### src/rtl/chip8_timers_if.sv
// CPU-side register interface of the CHIP-8 delay/sound timers.
//   dt_we, st_we : load strobes for DT / ST (driven by the CPU)
//   wdata        : value loaded by either strobe
//   dt_q, st_q   : current timer values (driven by the timer block)
// The master modport is the CPU and the slave modport is the timer block.
interface chip8_timers_if #(
  parameter int DATA_W = 8
);
  logic              dt_we;
  logic              st_we;
  logic [DATA_W-1:0] wdata;
  logic [DATA_W-1:0] dt_q;
  logic [DATA_W-1:0] st_q;

  modport master (
    output dt_we, st_we, wdata,
    input  dt_q, st_q
  );

  modport slave (
    input  dt_we, st_we, wdata,
    output dt_q, st_q
  );
endinterface

### src/rtl/chip8_timers.sv
// CHIP-8 delay timer (DT) and sound timer (ST) with a gated speaker tone.
//   clk_in     : system clock
//   rst_n      : asynchronous active-low reset
//   tick_in    : 60 Hz square wave from the upstream divider, asynchronous
//   bus        : CPU load strobes, load data and timer readback
//   sound_on   : high while ST is non-zero
//   tone       : square wave with 2*TONE_HALF cycle period while sound_on, else 0
//   tick_pulse : one-cycle strobe per detected tick_in rising edge
module chip8_timers #(
  parameter int DATA_W    = 8,
  parameter int TONE_HALF = 1000
) (
  input  logic                 clk_in,
  input  logic                 rst_n,
  input  logic                 tick_in,
  chip8_timers_if.slave        bus,
  output logic                 sound_on,
  output logic                 tone,
  output logic                 tick_pulse
);

  localparam int CNT_W = $clog2(TONE_HALF) + 1;
  localparam logic [CNT_W-1:0] CNT_LAST = CNT_W'(TONE_HALF - 1);

  logic s1, s2, s3;
  logic [DATA_W-1:0] dt_r, st_r;
  logic [CNT_W-1:0]  tone_cnt;
  logic              tone_r;

  // s1/s2 synchronise tick_in; s3 holds the previous synchronised level
  always_ff @(posedge clk_in or negedge rst_n) begin
    if (!rst_n) begin
      s1 <= 1'b0;
      s2 <= 1'b0;
      s3 <= 1'b0;
    end else begin
      s1 <= tick_in;
      s2 <= s1;
      s3 <= s2;
    end
  end

  assign tick_pulse = s2 & ~s3;

  // A load takes priority over a coincident tick; zero saturates
  always_ff @(posedge clk_in or negedge rst_n) begin
    if (!rst_n) begin
      dt_r <= '0;
    end else if (bus.dt_we) begin
      dt_r <= bus.wdata;
    end else if (tick_pulse && (dt_r != '0)) begin
      dt_r <= dt_r - DATA_W'(1);
    end
  end

  always_ff @(posedge clk_in or negedge rst_n) begin
    if (!rst_n) begin
      st_r <= '0;
    end else if (bus.st_we) begin
      st_r <= bus.wdata;
    end else if (tick_pulse && (st_r != '0)) begin
      st_r <= st_r - DATA_W'(1);
    end
  end

  assign bus.dt_q = dt_r;
  assign bus.st_q = st_r;
  assign sound_on = (st_r != '0);

  // Counter and tone clear while silent so every beep starts in the same phase
  always_ff @(posedge clk_in or negedge rst_n) begin
    if (!rst_n) begin
      tone_cnt <= '0;
      tone_r   <= 1'b0;
    end else if (!sound_on) begin
      tone_cnt <= '0;
      tone_r   <= 1'b0;
    end else if (tone_cnt == CNT_LAST) begin
      tone_cnt <= '0;
      tone_r   <= ~tone_r;
    end else begin
      tone_cnt <= tone_cnt + CNT_W'(1);
    end
  end

  assign tone = tone_r;

endmodule

### src/flat_wrapper.sv
// flat-port wrapper written by rule: the top's interface ports become plain ports
module chip8_timers_flat 
#(
  parameter int DATA_W    = 8,
  parameter int TONE_HALF = 1000
)
  (clk_in, rst_n, tick_in, sound_on, tone, tick_pulse, bus_dt_we, bus_st_we, bus_wdata, bus_dt_q, bus_st_q);
  chip8_timers_if #(.DATA_W(DATA_W)) bus_i ();
  input  logic clk_in;
  input  logic rst_n;
  input  logic tick_in;
  output logic sound_on;
  output logic tone;
  output logic tick_pulse;
  input wire logic [$bits(bus_i.dt_we)-1:0] bus_dt_we;
  input wire logic [$bits(bus_i.st_we)-1:0] bus_st_we;
  input wire logic [$bits(bus_i.wdata)-1:0] bus_wdata;
  output wire logic [$bits(bus_i.dt_q)-1:0] bus_dt_q;
  output wire logic [$bits(bus_i.st_q)-1:0] bus_st_q;
  assign bus_i.dt_we = bus_dt_we;
  assign bus_i.st_we = bus_st_we;
  assign bus_i.wdata = bus_wdata;
  assign bus_dt_q = bus_i.dt_q;
  assign bus_st_q = bus_i.st_q;
  chip8_timers #(.DATA_W(DATA_W), .TONE_HALF(TONE_HALF)) u_core (.clk_in(clk_in), .rst_n(rst_n), .tick_in(tick_in), .bus(bus_i), .sound_on(sound_on), .tone(tone), .tick_pulse(tick_pulse));
endmodule
### config.mk
export PLATFORM = sky130hd
export DESIGN_NAME = chip8_timers_flat
export DESIGN_NICKNAME = d
export VERILOG_FILES = /design/src/rtl/chip8_timers_if.sv /design/src/rtl/chip8_timers.sv /design/src/flat_wrapper.sv
export SDC_FILE = /design/constraint.sdc
export NUM_CORES = 1
export LEC_CHECK = 0
export BUFFER_PORTS_ARGS = -buffer_cell sky130_fd_sc_hd__buf_2
export CORE_UTILIZATION = 55
export CTS_CLUSTER_DIAMETER = 100
export CTS_CLUSTER_SIZE = 24
export DETAILED_ROUTE_END_ITERATION = 10
export GPL_ROUTABILITY_DRIVEN = 0
export PLACE_DENSITY = 0.87
export SLEW_MARGIN = 20
export SYNTH_ARGS = -nofsm -noshare
export SYNTH_HDL_FRONTEND = slang
export SYNTH_SLANG_ARGS = --single-unit
### constraint.sdc
create_clock -name clk_in -period 3.2 [get_ports clk_in]
set_input_delay 0.8 -clock clk_in [delete_from_list [all_inputs] [get_ports clk_in]]
set_output_delay 0.8 -clock clk_in [all_outputs]
set_load 0.02 [all_outputs]
==> results.md, run 1 <==
- Final setup violation count: 0
- Synthesis-stage register bit count: 31
- NumNets Final: 229
- Top FF cell, synth: dfrtp_1
- Worst Hold Class: reg -> reg
- Post-detail-place hpwl: 2.901 mm
- WP buf/inv: 3
- Final Hold Viols: 0
- Tmin final: between 2 and 3 ns
- Global-route usage over all layers: 0.2682
- Mapped Cells: 182
- Vias/cell: 6.210
- CTS tree: built
- Cell taking the most area after synthesis: dfrtp_1
- Class of the most critical setup path: reg -> out
- CP peak stage delay: 0.61 ns
- Post-Route WL: just under 4 mm
- Setup TNS: 0 ns
- Clock Latency Late Sink: 0.33 ns
- Layout cells sized above 1: 0.2113
- Seq/Total Area, Yosys: 0.4441
- Starting density of the core: 0.5769
- Crit-path leading delay family: simple AND/OR/NAND/NOR gates
- Synth Cell Area: between 0.0015 and 0.002 mm²
- Reg-to-reg endpoint: u_core.bus.st_q[6]
- Hold endpoint: u_core.s2
- DRC errors left: 0
- Worst setup SP type: flip-flop
- Status: complete, no violations
- Largest net degree at the start of global routing: 32
- Critical path, cell by cell: inv_1, ha_1, or4b_1, nor2_1, inv_1, buf_2
- Post-cts sizing count: 0
- Clock slew at reported path FFs: 0.09 ns
- Crit. End Element: output pin
- Critical R2R Launch: u_core.bus.st_q[0]
- Asr flop ratio synth: 1.000
- RSZ-0062 raised after global routing: no
- Reg2reg path depth: 5
- FMAX: 347.2 MHz
- Die Wd: a little under 60 µm
- Hold_buf cts: 0
- Hold Crit Start: u_core.s1
- Worst R2R Setup Slack: 1.11 ns
- First-pass GRT wire length: 6.803 mm
- Setup Skew: 0.009671 ns
- IO Count: 32
- Crit-path most repeated cell: inv_1
- Syn_nets: 199
- Final Power: 1.058 mW
- Vias in the first global route: 1538
- Root buffer cell: clkbuf_4
- Crit path max-delay cell type: or4b_1
- WP data arrival: 2.08 ns
- Row count: 20
- Mean post-synth cell area: 9.597 µm²
- EDFF count, synth: 0
- Leakage Power: 0.8127 nW
- Slew Limit Fails: 0
- Crit path required time: 2.40 ns
- Die area: 0.003405 mm²
- Most frequent cells in the layout: 31 x buf_2, 31 x dfrtp_1, 12 x inv_1
- Core area: 0.003028 mm²
- Area growth syn-to-layout: 13.61%
- Post-synth top area share: 0.4441
- Post-CTS Setup Repair Bufs: 0
- Drt wl/cell: 15.27 µm
- Antenna violations before repair: 0
- Cell Pwr Density: 533.1 mW/mm²
- Worst ir drop on vdd: 0.3413 mV
- Synth warn: 0
- Port Buffers: 31
- Least-Margin Pin Slew: around 0.66 ns
- DR iter-0 viols: 104
- Inserted Clock Buffers: 5
- H-tree Lvls: 2
- Area contributors post-synth: dfrtp_1 44%, a211oi_1 3.0%, o211ai_1 3.0%
- Diode count: 0
- Cell variety after synth: 44
- Global route overflow: 0
- CP Max Fanout: 10
- Drt pass-1 iters: 4
- Worst hold stages: 0
- Period utilization: 0.9000
- Longest Clk Path Bufs: 2
- Slew headroom: 0.5612
- Clk sinks: 31
- ANT nets after route: 0
- Max cap viols: 0
- Die H: 58.36 µm
- Vias: 1596
[state kept, by name (all words and copies together), names as in the netlist]
| register | cells |
|---|---|
| u_core.s2 | 1 |
| u_core.bus.st_q | 8 |
| u_core.tone_cnt | 11 |
| u_core.bus.dt_q | 8 |
| u_core.tone | 1 |
| u_core.s3 | 1 |
| u_core.s1 | 1 |
[power by group]
group          switching (mW)  leakage, nW  total, mW  internal [mW]
sequential             0.0759        0.374      0.536          0.460
clock                   0.136       0.0347      0.218         0.0816
combinational           0.185        0.404      0.305          0.120
[cell usage after synthesis (3+ instances only)]
| cell | n |
|---|---|
| a211oi_1 | 7 |
| a21oi_1 | 3 |
| a31oi_1 | 4 |
| clkbuf_1 | 8 |
| dfrtp_1 | 31 |
| ha_1 | 4 |
| inv_1 | 12 |
| nand2_1 | 11 |
| nand3_1 | 5 |
| nor2_1 | 10 |
| nor3_1 | 8 |
| nor3b_1 | 4 |
| o2111ai_1 | 5 |
| o211ai_1 | 7 |
| o21ai_0 | 5 |
| o311ai_0 | 3 |
| o31ai_1 | 6 |
| or3_1 | 5 |
| or4_1 | 7 |
| or4b_1 | 4 |
[through the flow]
| stage | cells | utilization | cell area (µm²) | hold slack (ns) | setup slack [ns] |
|---|---|---|---|---|---|
| final | 257 | 0.6554 | 1984 | 0.3622 | 0.3199 |
| after global routing | 257 | 0.6554 | 1984 | 0.3743 | 0.1787 |
| after CTS | 257 | 0.6554 | 1984 | 0.3726 | 0.2921 |
| after detailed placement | 249 | 0.6380 | 1932 | 0.3497 | 0.6773 |
| after global placement | 249 | 0.6380 | 1932 | 0.3446 | 0.7221 |
| after floorplan | 182 | - | 1747 | 0.3312 | 0.5616 |
[metal layers]
metal | up-vias | part of all wire | global-route usage
met3 | 8 | 0.057 | 0.08571
met4 | 0 | 0.015 | 0.1020
met1 | 763 | 0.44 | 0.3338
met2 | 60 | 0.49 | 0.4384
li1 | 765 | - | -
met5 | - | 0 | 0
[worst max-delay path by stage]
stage,cells after the start,start,slack [ns],endpoint
3_5_place_dp,6,u_core.bus.st_q[0],0.68,sound_on
3_3_place_gp,6,u_core.bus.st_q[0],0.72,sound_on
2_1_floorplan,7,u_core.bus.st_q[0],0.56,sound_on
6_report,6,u_core.bus.st_q[0],0.32,sound_on
5_1_grt,6,u_core.bus.st_q[0],0.18,sound_on
4_1_cts,6,u_core.bus.st_q[0],0.29,sound_on
[kinds of logic (layout without fill, tap and decap cells)]
group                    count (synthesis)  in the layout  synth area share
AO/OA/AOI/OAI                           53             53            0.2328
XOR/XNOR                                 3              3           0.01505
adder cells (fa/ha/maj)                  4              4           0.02865
buffers and inverters                   23             54           0.05086
flip-flops                              31             31            0.4441
AND/OR/NAND/NOR                         68             68            0.2285
[final cells by class]
| cell class | instances | area (µm²) |
|---|---|---|
| clock buffers | 5 | 37.54 |
| multi-input cells | 128 | 882.1 |
| well taps | 44 | 55.05 |
| fillers | 257 | 1044 |
| repair buffers | 33 | 170.2 |
| inverters | 13 | 48.80 |
| clock inverters | 3 | 15.01 |
| flip-flops and latches | 31 | 775.7 |
Power figures use the tool's default switching activity.
==> inputs of run 2 (changes only) <==
- CORE_UTILIZATION: 55 -> 50
- PLACE_DENSITY: 0.87 -> 0.81
==> results.md, run 2 (same netlist as run 1, synthesis figures left out) <==
- Period utilization: 0.9027 (+0.002650)
- Drt pass-1 iters: 4 (unchanged)
- Largest register FFs: 11 (unchanged)
- Worst hold stages: 0 (unchanged)
- Crit path required time: 2.40 ns (about the same)
- Worst setup SP type: flip-flop
- Clk sinks: 31 (unchanged)
- Pint: 0.7437 mW (+12%)
- Worst ir drop on vdd: 0.4417 mV (+29%)
- Row count: 21 (+5.0%)
- Switching power: 0.4158 mW (+4.9%)
- NumNets Final: 229 (unchanged)
- GRT met1 Usage: 0.2966 (-0.03717)
- Clock power share: 0.272 (+0.066)
- Longest Clk Path Bufs: 2 (unchanged)
- Hold_buf cts: 0 (unchanged)
- CP Max Fanout: 10 (unchanged)
- Largest net degree at the start of global routing: 32 (unchanged)
- Inserted Clock Buffers: 5 (unchanged)
- Critical R2R Launch: u_core.bus.st_q[0]
- Die area: 0.003734 mm² (+9.6%)
- Final setup violation count: 0 (unchanged)
- Drt wl/cell: 15.48 µm (+1.4%)
- Diode count: 0 (unchanged)
- Global-route usage over all layers: 0.2358 (-0.03231)
- Final Hold Viols: 0 (unchanged)
- Vias in the first global route: 1407 (-8.5%)
- Clock Latency Late Sink: 0.34 ns (about the same)
- Comb power frac: 0.263 (-0.025)
- IO Count: 32 (unchanged)
- Number of fill cells in the layout: 302 (+18%)
- Antenna violations before repair: 0 (unchanged)
- Worst Hold Class: reg -> reg
- ANT nets after route: 0 (unchanged)
- Sw frac: 0.3586 (-0.01612)
- Crit path max-delay cell type: or4b_1
- Vias: 1581 (-0.94%)
- # placed instances: 251 (+0.80%)
- Port Buffers: 31 (unchanged)
- H-tree Lvls: 2 (unchanged)
- Crit-path leading delay family: simple AND/OR/NAND/NOR gates
- Final Power: 1.159 mW (+9.6%)
- Area growth syn-to-layout: 15.40%
- Status: complete, no violations
- Crit-path most repeated cell: inv_1
- GR Util met3: 0.05042 (-0.03529)
- Post-Route WL: 4.010 mm (+2.2%)
- Class of the most critical setup path: reg -> out
- Critical path, cell by cell: inv_1, ha_1, or4b_1, nor2_1, inv_1, buf_2
- DRC errors left: 0 (unchanged)
- Hold Crit Start: u_core.s1
- Post-cts sizing count: 0 (unchanged)
- Die H: 61.11 µm (+4.7%)
- WP buf/inv: 3 (unchanged)
- Crit. End Element: output pin
- First-pass GRT wire length: 6.375 mm (-6.3%)
- CTS tree: built
- Biggest register: u_core.tone_cnt
- Post-detail-place hpwl: 2.754 mm (-5.1%)
- Slew Limit Fails: 0 (unchanged)
- Setup TNS: 0 ns (unchanged)
- Vias/cell: 6.104 (-1.7%)
- Layout cells sized above 1: 0.2113 (unchanged)
- Core area: 0.003337 mm² (+10%)
- Starting density of the core: 0.5234 (-0.05342)
- Post-CTS Setup Repair Bufs: 0 (unchanged)
- WP data arrival: 2.09 ns (about the same)
- Reg2reg path depth: 5 (unchanged)
- Most frequent cells in the layout: 31 x buf_2, 31 x dfrtp_1, 12 x inv_1
- Least-Margin Pin Slew: 0.6718 ns (+0.01353 ns)
- Root buffer cell: clkbuf_4
- Final Instance Count excl. Fillers: 259 (+0.78%)
- Max cap viols: 0 (unchanged)
- RSZ-0062 raised after global routing: no
- Global route overflow: 0 (unchanged)
- CP peak stage delay: 0.63 ns (+0.02 ns)
- Top Usage Layer GRT: met2
- Crit path depth: 6 (unchanged)
- Leakage Power: 0.8232 nW (+1.3%)
- Clock slew at reported path FFs: 0.11 ns (+0.02 ns)
- FMAX: 346.2 MHz (-0.29%)
- Cell Pwr Density: 575.2 mW/mm² (+7.9%)
- Tmin final: 2.889 ns (+0.008480 ns)
- Fin worst setup slack: 0.3115 ns (-0.008480 ns)
- Critical Path Start: u_core.bus.st_q[0]
- Sequential Power Share: 0.465 (-0.041)
- Slew headroom: 0.5521 (-0.009019)
- Die Wd: 61.11 µm (+4.7%)
- Setup Skew: 0.01151 ns (+0.001843 ns)
- DR iter-0 viols: 111 (+6.7%)
- Post-place setup slack: 0.6998 ns (+0.02257 ns)
- Hold WS: 0.3584 ns (-0.003757 ns)
- Met2 usage in global routing: 0.3804 (-0.05799)
run 2: per-stage QoR:
| step | instance area, µm² | utilization |
|---|---|---|
| after detailed placement | 1934 | 0.5797 |
| after floorplan | 1747 | - |
| final | 2016 | 0.6040 |
| after global placement | 1934 | 0.5797 |
| after CTS | 2016 | 0.6040 |
| after global routing | 2016 | 0.6040 |
run 2: power groups by stage:
stage | combinational (mW) | clock (mW) | sequential [mW]
5_1_grt | 0.347 | 0.335 | 0.551
6_report | 0.305 | 0.315 | 0.540
3_5_place_dp | 0.307 | 0 | 0.543
4_1_cts | 0.307 | 0.318 | 0.537
3_3_place_gp | 0.293 | 0 | 0.539
2_1_floorplan | 0.199 | 0 | 0.553
run 2: cell type report:
type                            count  area [µm²]  share of cell area
Multi-Input combinational cell    128       882.1              0.4376
Clock inverter                      3       43.79             0.02173
Inverter                           13       48.80             0.02421
Sequential cell                    31       775.7              0.3849
Tap cell                           46       57.56             0.02855
Timing Repair Buffer               33       170.2             0.08442
Clock buffer                        5       37.54             0.01862
run 2: per-layer routing:
| layer | wire length, µm | vias up |
|---|---|---|
| met1 | 1846 | 765 |
| met4 | 71 | 0 |
| met3 | 179 | 8 |
| li1 | - | 768 |
| met2 | 1912 | 40 |
| met5 | 0 | - |
run 2: path summary, 6_finish.rpt:
check,endpoint,slack (ns)
min in group asynchronous,u_core.bus.st_q[5],0.47
hold reg to reg,u_core.s2,0.36
max in group asynchronous,u_core.bus.dt_q[2],2.29
setup / recovery,sound_on,0.31
hold / removal,u_core.s2,0.36
setup reg to reg,u_core.bus.st_q[6],1.10
run 2: worst reg2reg max path, delay by kind of cell (launching register included):
kind	cells	cell delay, ns
and+or+nand+nor	2	1.18
DFF	1	0.43
adders and majority gates	1	0.19
AOI/OAI and AO/OA	1	0.16
buffers and inverters	1	0.08
==> inputs of run 3 (changes only) <==
- ABC_AREA: not set -> 1
- BUFFER_PORTS_ARGS: -buffer_cell sky130_fd_sc_hd__buf_2 -> -buffer_cell sky130_fd_sc_hd__clkbuf_2
- PLACE_DENSITY: 0.81 -> 0.8
==> results.md, run 3 <==
- Clock slew at reported path FFs: 0.07 ns (-0.04 ns)
- WP data arrival: 1.56 ns (-0.53 ns)
- Die area: 0.004000 mm² (+7.1%)
- Comb power frac: 0.312 (+0.049)
- Clock power share: 0.306 (+0.034)
- Hold WS: 0.3626 ns (+0.004144 ns)
- Post-Route WL: 3.989 mm (-0.52%)
- Leakage Power: 1.158 nW (+41%)
- Crit. End Element: output pin
- Cell variety after synth: 23 (-48%)
- Biggest register: u_core.tone_cnt
- CP Max Fanout: 5 (-5)
- Setup TNS: 0 ns (unchanged)
- Die Wd: 63.25 µm (+3.5%)
- Area contributors post-synth: dfrtp_1 41%, nand2_1 15%, nand3_1 10%
- Row count: 21 (unchanged)
- EDFF count, synth: 0 (unchanged)
- Global route overflow: 0 (unchanged)
- Inserted Clock Buffers: 5 (unchanged)
- Global-route usage over all layers: 0.2266 (-0.009276)
- Sw frac: 0.3647 (+0.006069)
- Seq/Total Area, Yosys: 0.4136 (-0.03052)
- Syn_nets: 276 (+39%)
- Antenna violations before repair: 0 (unchanged)
- Final setup violation count: 0 (unchanged)
- Asr flop ratio synth: 1.000 (unchanged)
- Vias/cell: 5.152 (-16%)
- Mapped Cells: 259 (+42%)
- Longest Clk Path Bufs: 2 (unchanged)
- Slew Limit Fails: 0 (unchanged)
- # placed instances: 334 (+33%)
- Clock Latency Late Sink: 0.29 ns (-0.05 ns)
- Switching power: 0.5488 mW (+32%)
- Drt pass-1 iters: 5 (+1)
- Worst Hold Class: reg -> reg
- Worst ir drop on vdd: 0.3285 mV (-26%)
- Tmin final: 2.359 ns (-0.5291 ns)
- Final Instance Count excl. Fillers: 342 (+32%)
- Post-CTS Setup Repair Bufs: 0 (unchanged)
- IO Count: 32 (unchanged)
- Most frequent cells after synthesis: 73 x nand2_1, 38 x nand3_1, 32 x inv_1
- Hold_buf cts: 0 (unchanged)
- FMAX: 423.8 MHz (+22%)
- Crit path max-delay cell type: dfrtp_1
- DP Area: 0.002081 mm² (+7.6%)
- CTS tree: built
- Crit-path leading delay family: flip-flops
- Area growth syn-to-layout: 18.01%
- Max cap viols: 0 (unchanged)
- CP peak stage delay: 0.40 ns (-0.23 ns)
- Clk sinks: 31 (unchanged)
- Synth warn: 0 (unchanged)
- Vias: 1762 (+11%)
- Core area: 0.003468 mm² (+3.9%)
- Mean post-synth cell area: 7.242 µm² (-25%)
- Least-Margin Pin Slew: 0.7631 ns (+0.09132 ns)
- DRC errors left: 0 (unchanged)
- ANT nets after route: 0 (unchanged)
- H-tree Lvls: 2 (unchanged)
- Status: complete, no violations
- Critical path, cell by cell: inv_1, ha_1, nand4_2, clkbuf_2
- Sequential Power Share: 0.382 (-0.083)
- Starting density of the core: 0.5408 (+0.01733)
- Post-route cell area: 0.002213 mm² (+9.8%)
- Largest net degree at the start of global routing: 32 (unchanged)
- Top FF cell, synth: dfrtp_1
- NumNets Final: 312 (+36%)
- Post-synth top area share: 0.4136 (-0.03052)
- Most frequent cells in the layout: 73 x nand2_1, 38 x nand3_1, 32 x inv_1
- Final Hold Viols: 0 (unchanged)
- Post-detail-place hpwl: 3.023 mm (+9.8%)
- Vias in the first global route: 1601 (+14%)
- Post-cts sizing count: 0 (unchanged)
- Pint: 0.9560 mW (+29%)
- Class of the most critical setup path: reg -> out
- RSZ-0062 raised after global routing: no
- Setup Skew: 0.01109 ns (-0.0004228 ns)
- Drt wl/cell: 11.66 µm (-25%)
- Number of fill cells in the layout: 326 (+7.9%)
- Layout cells sized above 1: 0.2027 (-0.008565)
- Worst setup SP type: flip-flop
- WP buf/inv: 2 (-1)
- Cell Pwr Density: 679.9 mW/mm² (+18%)
- Root buffer cell: clkbuf_8
- Fin worst setup slack: 0.8406 ns (+0.5291 ns)
- Synth Cell Area: 0.001876 mm² (+7.4%)
- Most common cell in the netlist: nand2_1
- Die H: 63.25 µm (+3.5%)
- First-pass GRT wire length: 7.058 mm (+11%)
- Crit path required time: 2.40 ns (about the same)
- Synthesis-stage register bit count: 31 (unchanged)
- Diode count: 0 (unchanged)
- Commonest non-fill, non-tap cell in the layout: nand2_1
- Period utilization: 0.7373 (-0.1654)
- Slew headroom: 0.4913 (-0.06088)
- Largest register FFs: 11 (unchanged)
- DR iter-0 viols: 147 (+32%)
- Post-place setup slack: 1.161 ns (+0.4615 ns)
- Port Buffers: 31 (unchanged)
- Cell taking the most area after synthesis: dfrtp_1
run 3: cell families after synthesis:
family                     synth area share
and+or+nand+nor                      0.4016
xor gates and xnor gates            0.03269
buffers and inverters               0.06804
DFF                                  0.4136
adders and majority gates           0.02669
AOI/OAI and AO/OA                   0.05738
run 3: cell type report:
type                       instances  area, µm²  share of cell area
clock buffer                       6      72.57             0.03279
clock inverter                     2      60.06             0.02713
inverter                          32      120.1             0.05427
multi-input combinational        194      972.2              0.4392
sequential                        31      775.7              0.3505
tap                               46      57.56             0.02600
timing repair buffer              31      155.1             0.07010
run 3: worst paths after layout:
kind	slack [ns]	cells after the start	from	to
worst max-delay path	0.84	4	u_core.bus.st_q[1]	sound_on
worst min-delay path	0.36	0	u_core.s1	u_core.s2
worst max register to register	1.57	7	u_core.bus.st_q[1]	u_core.bus.st_q[1]
worst min register to register	0.36	0	u_core.s1	u_core.s2
max in group asynchronous	2.14	1	rst_n	u_core.bus.st_q[5]
min in group asynchronous	0.57	1	rst_n	u_core.s1
run 3: per-stage QoR:
step,total power [mW],utilization
after floorplan,0.9182,-
after global placement,1.036,0.5999
after detailed placement,1.048,0.5999
after CTS,1.511,0.6382
after global routing,1.614,0.6382
final,1.505,0.6382
run 3: routing by layer:
| layer | global-route usage | up-vias | wire length [µm] |
|---|---|---|---|
| li1 | - | 892 | - |
| met2 | 0.3723 | 46 | 1931 |
| met1 | 0.2889 | 817 | 1793 |
| met5 | 0 | - | 0 |
| met3 | 0.05435 | 7 | 211 |
| met4 | 0.08239 | 0 | 53 |
run 3: power groups by stage:
stage	logic (mW)	registers, mW	clock network (mW)
floorplan	0.315	0.604	0
global route	0.537	0.589	0.488
finish	0.469	0.575	0.461
detailed placement	0.468	0.580	0
global placement	0.460	0.576	0
CTS	0.471	0.573	0.466
